==> src/rtl/fetch_pkg.sv <==
// Shared fetch-stage types and constants.
// FETCH_HALT_DETECT_EN adds the HALTED state.
`ifndef WORD
`define WORD 64
`endif
`ifndef INSTR_LEN
`define INSTR_LEN 32
`endif

package fetch_pkg;

`ifdef FETCH_HALT_DETECT_EN
  typedef enum logic [1:0] {
    FILL,
    RUN,
    REDIRECT,
    HALTED
  } fetch_state_t;
`else
  typedef enum logic [1:0] {
    FILL,
    RUN,
    REDIRECT
  } fetch_state_t;
`endif

  localparam int unsigned PC_INCR  = 4;
  localparam int unsigned BR_SHIFT = 2;

endpackage

==> src/rtl/instr_mem.sv <==
// Synchronous-read instruction ROM.
// Contents are preloaded by the environment.
module instr_mem #(
  parameter int IMEM_DEPTH = 64,
  parameter     IMEM_INIT  = "instructions.mem",
  localparam int AW = $clog2(IMEM_DEPTH)
) (
  input  logic                  clk,
  input  logic                  en,
  input  logic [AW-1:0]         addr,
  output logic [`INSTR_LEN-1:0] rdata
);

  logic [`INSTR_LEN-1:0] mem [IMEM_DEPTH];

  always_ff @(posedge clk) begin
    if (en) rdata <= mem[addr];
  end

endmodule

==> src/rtl/instr_fetch.sv <==
// LEGv8 instruction fetch stage: PC, ROM read, branch redirect.
// FETCH_HALT_DETECT_EN stops fetch on an all-zero word.
module instr_fetch
  import fetch_pkg::*;
#(
  parameter int               IMEM_DEPTH = 64,
  parameter logic [`WORD-1:0] RESET_PC   = 64'h0,
  parameter                   IMEM_INIT  = "instructions.mem"
) (
  input  logic                  clk,
  input  logic                  reset,
  input  logic                  stall,
  input  logic                  branch,
  input  logic                  uncondbranch,
  input  logic                  zero,
  input  logic [`WORD-1:0]      sign_extended_output,
  output logic [`INSTR_LEN-1:0] instruction,
  output logic [`WORD-1:0]      pc_out,
  output logic                  instr_valid
);

  localparam int AW = $clog2(IMEM_DEPTH);

  fetch_state_t          state_q, state_d;
  logic [`WORD-1:0]      fetch_pc_q, fetch_pc_d;
  logic [`WORD-1:0]      pc_q, pc_d;
  logic [`INSTR_LEN-1:0] instr_q, instr_d;
  logic                  valid_q, valid_d;
  logic [`WORD-1:0]      target, rom_pc;
  logic [`INSTR_LEN-1:0] rom_word;
  logic                  take, redirect, do_load;

  assign take = valid_q &
    (uncondbranch | (branch & zero));
  assign target = pc_q +
    (sign_extended_output << BR_SHIFT);

  assign redirect = (state_q == RUN) & take;
  assign do_load  = (state_q == FILL) |
                    (state_q == REDIRECT) |
                    ((state_q == RUN) & ~take);

  // ROM is addressed with the next fetch_pc, so rom_word
  // always holds ROM[fetch_pc_q] when a load happens.
  assign rom_pc = reset ? RESET_PC : fetch_pc_d;

  instr_mem #(
    .IMEM_DEPTH (IMEM_DEPTH),
    .IMEM_INIT  (IMEM_INIT)
  ) u_mem (
    .clk   (clk),
    .en    (reset | ~stall),
    .addr  (rom_pc[AW+1:2]),
    .rdata (rom_word)
  );

  always_comb begin
    state_d    = state_q;
    fetch_pc_d = fetch_pc_q;
    pc_d       = pc_q;
    instr_d    = instr_q;
    valid_d    = valid_q;
    priority case (1'b1)
      stall: ;
      redirect: begin
        fetch_pc_d = target;
        valid_d    = 1'b0;
        state_d    = REDIRECT;
      end
      do_load: begin
        instr_d    = rom_word;
        pc_d       = fetch_pc_q;
        valid_d    = 1'b1;
        fetch_pc_d = fetch_pc_q + `WORD'(PC_INCR);
        state_d    = RUN;
`ifdef FETCH_HALT_DETECT_EN
        if (rom_word == '0) begin
          valid_d    = 1'b0;
          fetch_pc_d = fetch_pc_q;
          state_d    = HALTED;
        end
`endif
      end
      default: ;
    endcase
  end

  always_ff @(posedge clk) begin
    if (reset) begin
      state_q    <= FILL;
      fetch_pc_q <= RESET_PC;
      pc_q       <= '0;
      instr_q    <= '0;
      valid_q    <= 1'b0;
    end else begin
      state_q    <= state_d;
      fetch_pc_q <= fetch_pc_d;
      pc_q       <= pc_d;
      instr_q    <= instr_d;
      valid_q    <= valid_d;
    end
  end

  assign instruction = instr_q;
  assign pc_out      = pc_q;
  assign instr_valid = valid_q;

endmodule

==> config.mk <==
export PLATFORM = sky130hd
export DESIGN_NAME = instr_fetch
export DESIGN_NICKNAME = d
export VERILOG_FILES = /design/src/rtl/fetch_pkg.sv /design/src/rtl/instr_mem.sv /design/src/rtl/instr_fetch.sv
export SDC_FILE = /design/constraint.sdc
export NUM_CORES = 1
export LEC_CHECK = 0
export ABC_CLOCK_PERIOD_IN_PS = 3140
export BUFFER_PORTS_ARGS = -buffer_cell sky130_fd_sc_hd__buf_2
export CAP_MARGIN = 20
export CORE_MARGIN = 2
export CORE_UTILIZATION = 37
export DETAILED_ROUTE_END_ITERATION = 10
export GPL_ROUTABILITY_DRIVEN = 0
export PLACE_DENSITY = 0.62
export SLEW_MARGIN = 10
export SYNTH_ARGS = -nofsm -noshare
export SYNTH_HDL_FRONTEND = slang
export SYNTH_SLANG_ARGS = --single-unit
==> constraint.sdc <==
create_clock -name clk -period 3.14 [get_ports clk]
set_input_delay 0.628 -clock clk [delete_from_list [all_inputs] [get_ports clk]]
set_output_delay 0.628 -clock clk [all_outputs]
set_load 0.05 [all_outputs]
==> results of run 1 <==
-- stage by stage --
step | setup TNS (ps) | hold slack (ps) | util (%)
2_1_floorplan | -270.4 | 432.2 | -
5_1_grt | -3842 | 467.7 | 50.68
4_1_cts | -1225 | 450.3 | 49.68
3_3_place_gp | -13640 | 438.5 | 46.37
3_5_place_dp | -14540 | 452.5 | 46.37
6_report | -1531 | 450.0 | 50.68
-- power groups by stage --
stage	Clock [mW]	Combinational (mW)	Sequential (mW)
after floorplan	0	0.650	1.86
after global placement	0	1.03	1.81
after detailed placement	0	1.04	1.82
after CTS	2.16	1.07	1.78
after global routing	2.23	1.19	1.79
final	2.13	1.10	1.78
-- logic make-up after synthesis --
group	after synthesis	synth area share, %
AND/OR/NAND/NOR	507	23.53
AO/OA/AOI/OAI	489	30.48
buffers and inverters	138	6.567
flip-flops	130	26.52
adder cells (fa/ha/maj)	63	8.110
XOR/XNOR	52	4.642
other	1	0.03822
multiplexers	1	0.1148
-- worst min-delay path: cells and delay by family (launching register included) --
family / cells / cell delay, ps
and+or+nand+nor: 1 / 50
AOI/OAI and AO/OA: 1 / 50
DFF: 1 / 310
-- per-layer routing --
layer | vias to the layer above | track usage [%] | wire length [um]
li1 | 5477 | - | -
met1 | 5229 | 30.66 | 15080
met2 | 470 | 37.79 | 15650
met3 | 56 | 4.040 | 2084
met4 | 0 | 5.885 | 572
met5 | - | 0 | 0
-- state kept, by name (all words and copies together), names as in the netlist --
| register | count |
|---|---|
| fetch_pc_q | 64 |
| pc_out | 64 |
| state_q | 2 |
-- layout by cell type (no fill, tap or decap), drive strengths merged, types with 37 or more instances in the layout --
cell / count
nor2: 82
ha: 62
a21oi: 219
buf: 344
o21ai: 97
nand2: 239
nand3: 40
dfxtp: 130
a21o: 37
nor3: 47
-- final timing paths --
path | startpoint | end | slack, ps | depth (start not counted)
max | pc_out[2]$_SDFFE_PP0P_ | fetch_pc_q[60]$_SDFFE_PP0P_ | -210 | 15
min | fetch_pc_q[1]$_SDFFE_PP0P_ | pc_out[1]$_SDFFE_PP0P_ | 450 | 2
min reg2reg | fetch_pc_q[1]$_SDFFE_PP0P_ | pc_out[1]$_SDFFE_PP0P_ | 450 | 2
max reg2reg | pc_out[2]$_SDFFE_PP0P_ | fetch_pc_q[60]$_SDFFE_PP0P_ | -210 | 15
-- final cells by class --
type / instances / area share, %
Multi-Input combinational cell: 1144 / 54.48
Sequential cell: 130 / 19.79
Timing Repair Buffer: 344 / 17.56
Clock buffer: 19 / 3.278
Tap cell: 335 / 3.174
Clock inverter: 12 / 1.251
Inverter: 16 / 0.4548
Antenna cell: 1 / 0.01895
-- what timing repair did --
item / CTS / global route
buffers inserted: 8 / 7
endpoints found under the setup margin: 21 / 26
resized for setup: 34 / 47
pin swaps: 28 / 30
-- Yosys cell counts, types with 6 or more instances --
cell type,instances
nor2b_1,6
nand4_1,25
a211oi_1,16
a21oi_1,219
dfxtp_1,130
nand2_1,238
nor3_1,46
o21ai_0,92
o21bai_1,19
inv_1,16
o31ai_1,7
ha_1,62
xnor2_1,33
nor2_1,81
and2_1,9
o22ai_1,9
clkbuf_1,80
nand2b_1,7
buf_4,32
nor4_1,11
and3_1,23
nand3_1,40
a31oi_1,20
a21o_1,37
xor2_1,19
o21a_1,7
==> flow_summary.toml, run 1 <==
[worst_setup_path]
critPathCaptureType = "flop"
slowest_stage = "fa_2"
cp.arrival_ps = 3650
path_cells = "ha_4 > fa_2 > a21o_1 > a41o_1 > buf_4 > o21ai_1 > nand2_1 > a21oi_2 > o21bai_4 > a31oi_1 > buf_4 > o31ai_2 > a221o_1 > xnor2_2 > o2bb2ai_1"
required_ps = 3440
critPathTopFamily = "compound AO/OA/AOI/OAI gates"
critical_path_class = "reg2reg"
critPathBufInv = 2
cp_slowest_stage_delay_ps = 380
path_max_fanout = 3
critical_path.startpoint_type = "flop"
path_common_cell = "buf_4"

[hold_path]
min_path_type = "reg2reg"

[floorplanning]
core_region_area_um2 = 26060
die_area_um2 = 27840
std_cell_rows = 59
initial_core_util_pct = 37.65
die-width_um = 166.8
io_pins = 167
die_h_um = 166.8

[grt]
overflow = 0
gr-usage-all-layers_pct = 22.81
grt_pass1_vias = 10408
antenna_found_initial = 1
grt_pass1_wl_mm = 52.74
grt_start_max_net_pins = 121

[pwr]
ir_drop_uv = 281.2
leakagePower_nw = 5.696
power.total_mw = 5.012
clkPwrFrac_pct = 42.5
netSwitchingPower_mw = 1.585
powerDensity_nw_per_um2 = 379.5
power.internal_mw = 3.427
sw_frac_of_total_pct = 31.62
seqPwrFrac_pct = 35.6
p_comb_share_pct = 22.0

[yosys]
ys_types = 74
synth_edf_count = 0
yosysTopAreaCell = "dfxtp_1"
async_reset_ff_share_pct = 0
ys.flop_type = "dfxtp_1"
synthesis.instances = 1381
syn_area_per_cell_um2 = 7.105
yosys_register_bits = 130
seq_area_frac_synth_pct = 26.52
syn_area_um2 = 9812
synth_top_area_share_pct = 26.52
ys_top_cells_by_area = "dfxtp_1 27%, a21oi_1 11%, nand2_1 9.1%"
yosysWarnings = 0

[sta]
worst_pin_slew_ps = 652.3
finalCriticalPeriod_ps = 3353
setup_viol_count_final = 12
hold_viol = 0
drv_slew = 0
final.setup.worst_slack_ps = -213.0
slew_headroom_pct = 56.52
fin_crit_sh_pct = 106.8
fmax_mhz = 298.2
clock_skew_ps = 8.103
rsz0062_at_grt = "yes"

[routing]
drtAntennaViolNets = 0
remaining_drc_errors = 0
drtIter0Drc = 1094
drt-vias-per-instance = 5.613
wl_per_cell_um = 16.68
drt-total-wl_mm = 33.39
num_vias = 11232
first_pass_iters = 7

[job]
cap_violations = 0

[placement]
hpwl_mm = 24.15
dp.cells = 1954
port-buffer-count = 132
placed_area_um2 = 12080
pre_cts_slack_ps = -781.8

[clock_tree]
cts.root.buffer_cell = "clkbuf_16"
htreeDepth = 4
cts_buffers = 17
ctsLongestPathBuffers = 2
clk_latency_ps = 430
clkSlewWorstSetupHoldPaths_ps = 60
postCtsHoldBufs = 0
clock-sinks = 130
tritoncts = "yes"

[cells_and_area]
multi_input_area_um2 = 7194
drive_above_1_share_pct = 27.63
instances_no_fill = 2001
final_area_um2 = 13210
fillers = 2597
area_growth_pct = 34.60
seqCellArea_um2 = 2614
nets = 1786

[outcome]
violations = "negative setup slack"
status = "finished with violations"
No activity file was read; power rests on OpenSTA's default activity.
==> inputs of run 2 (changes only) <==
Settings changed: PLACE_DENSITY 0.62 to 0.63.
==> run 2 against run 1 <==
Compared with the run above:
- the flow still finishes with violations (negative setup slack)
- non-clock buffer count grew 7
- final cell count increased by 0.30%
- core utilization rose by 0.24 points
- critical path depth grew 1
- critical path type unchanged
- highest routed layer unchanged
==> flow_summary.toml, run 2 (same netlist as run 1, synthesis figures left out) <==
[routing]
remaining_drc_errors = 0
drt-total-wl_mm = 33.60
first_pass_iters = 5
drtIter0Drc = 949
wl_per_cell_um = 16.74
drt-vias-per-instance = 5.608
num_vias = 11256
drtAntennaViolNets = 0

[worst_setup_path]
required_ps = 3500
endpoint = "fetch_pc_q[56]$_SDFFE_PP0P_"
path_max_fanout = 4
r2r_cells = 16
critPathCaptureType = "flop"
reg2reg_from = "pc_out[2]$_SDFFE_PP0P_"
critical_path.startpoint_type = "flop"
rr_endpoint = "fetch_pc_q[56]$_SDFFE_PP0P_"
critPathLaunch = "pc_out[2]$_SDFFE_PP0P_"
cp.arrival_ps = 3720
r2r_setup_slack_ps = -230
critical_path_class = "reg2reg"

[outcome]
violations = "negative setup slack"
status = "finished with violations"

[grt]
grt_start_max_net_pins = 121
grt_pass1_vias = 10333
overflow = 0
grt_pass1_wl_mm = 52.91
antenna_found_initial = 0
gr-usage-all-layers_pct = 22.88

[sta]
finalCriticalPeriod_ps = 3367
final.setup.worst_slack_ps = -227.5
clock_skew_ps = 10.09
setup_tns_ps = -1513
worst_pin_slew_ps = 676.2
hold_viol = 0
fin_crit_sh_pct = 107.2
rsz0062_at_grt = "yes"
slew_headroom_pct = 54.92
drv_slew = 0
setup_viol_count_final = 14
fmax_mhz = 297.0

[placement]
placed_area_um2 = 12080
hpwl_mm = 24.08
pre_cts_slack_ps = -770.4
port-buffer-count = 132

[cells_and_area]
final_area_um2 = 13270
area_growth_pct = 35.25
final_cell_mix = "237 x nand2_1, 209 x a21oi_1, 208 x buf_4"
num_antenna_cells = 0
nets = 1793
drive_above_1_share_pct = 27.87
mostFrequentLayoutCell = "nand2_1"

[pwr]
ir_drop_uv = 298.1
powerDensity_nw_per_um2 = 370.0
leakagePower_nw = 5.733

[floorplanning]
die_h_um = 166.8
initial_core_util_pct = 37.65
core_region_area_um2 = 26060
std_cell_rows = 59
die_area_um2 = 27840
io_pins = 167
die-width_um = 166.8

[clock_tree]
clk_latency_ps = 420
ctsLongestPathBuffers = 2
tritoncts = "yes"
clock-sinks = 130
cts.root.buffer_cell = "clkbuf_16"
clkSlewWorstSetupHoldPaths_ps = 60
cts_buffers = 17
htreeDepth = 4

[job]
cap_violations = 0

[hold_path]
min_path_type = "reg2reg"
-- run 2: changes by cell type in the layout (fill, tap and decap cells not counted), moves of 3 or more --
cell and delta:
buf_4 +5, clkbuf_1 +3, clkbuf_8 +4, buf_6 +3
ha_4 +3, clkinv_2 -3
-- run 2: how the worst min path moves through the flow --
stage                                           from                    endpoint  cells past startpoint  slack [ps]
after detailed placement  fetch_pc_q[1]$_SDFFE_PP0P_  fetch_pc_q[1]$_SDFFE_PP0P_                      2         450
after global routing      fetch_pc_q[1]$_SDFFE_PP0P_      pc_out[1]$_SDFFE_PP0P_                      2         470
after floorplan           fetch_pc_q[0]$_SDFFE_PP0P_      pc_out[0]$_SDFFE_PP0P_                      2         430
after CTS                 fetch_pc_q[1]$_SDFFE_PP0P_  fetch_pc_q[1]$_SDFFE_PP0P_                      2         460
after global placement    fetch_pc_q[1]$_SDFFE_PP0P_      pc_out[1]$_SDFFE_PP0P_                      2         440
final                     fetch_pc_q[0]$_SDFFE_PP0P_      pc_out[0]$_SDFFE_PP0P_                      2         450
-- run 2: metal layers --
layer  track usage (%)  share of wire, %  vias up
li1                  -                 -     5501
met3             3.707               6.2       50
met1             31.07                45     5261
met4             6.709               2.3        0
met5                 0                 0        -
met2             37.39                47      444
-- run 2: cell type report --
cell class | instances | area (um^2)
fill | 2521 | 12790
multi-input combinational | 1144 | 7234
sequential | 130 | 2613
timing repair buffer | 351 | 2370
clock buffer | 26 | 499.2
tap | 335 | 419.2
clock inverter | 5 | 75.07
inverter | 16 | 60.06
-- run 2: worst max-delay path, cell delays in order, from the launching register on --
cell	delay (ps)
dfxtp_2	350
ha_4	140
fa_2	200
a21o_1	130
a41o_1	250
o2111ai_4	170
a311oi_4	260
buf_6	160
o31ai_4	70
o41a_1	450
o31ai_4	320
nand4_4	190
buf_4	180
buf_6	110
a21oi_2	120
o31ai_1	80
a21oi_1	110
-- run 2: metrics by stage --
stage / hold WS, ps / power, mW / std cells / utilization, %
after floorplan: 432.2 / 2.511 / 1412 / -
after global placement: 435.4 / 2.846 / 1955 / 46.35
after CTS: 456.3 / 4.899 / 1997 / 49.71
after detailed placement: 447.6 / 2.856 / 1955 / 46.35
final: 452.4 / 4.910 / 2007 / 50.92
after global routing: 465.6 / 5.110 / 2007 / 50.92
-- run 2: power by group --
part | internal, mW | total, mW | switching (mW)
clock | 1.25 | 2.02 | 0.769
combinational | 0.406 | 1.11 | 0.705
sequential | 1.71 | 1.78 | 0.0703
total | 3.37 | 4.91 | 1.54
-- run 2: what timing repair did --
action                     4_1_cts  5_1_grt
hold buffers                     0        0
resized for setup               40       42
setup buffers                   12       11
cloned                           0        0
setup endpoints to repair       21       26
pin swaps                       29       39
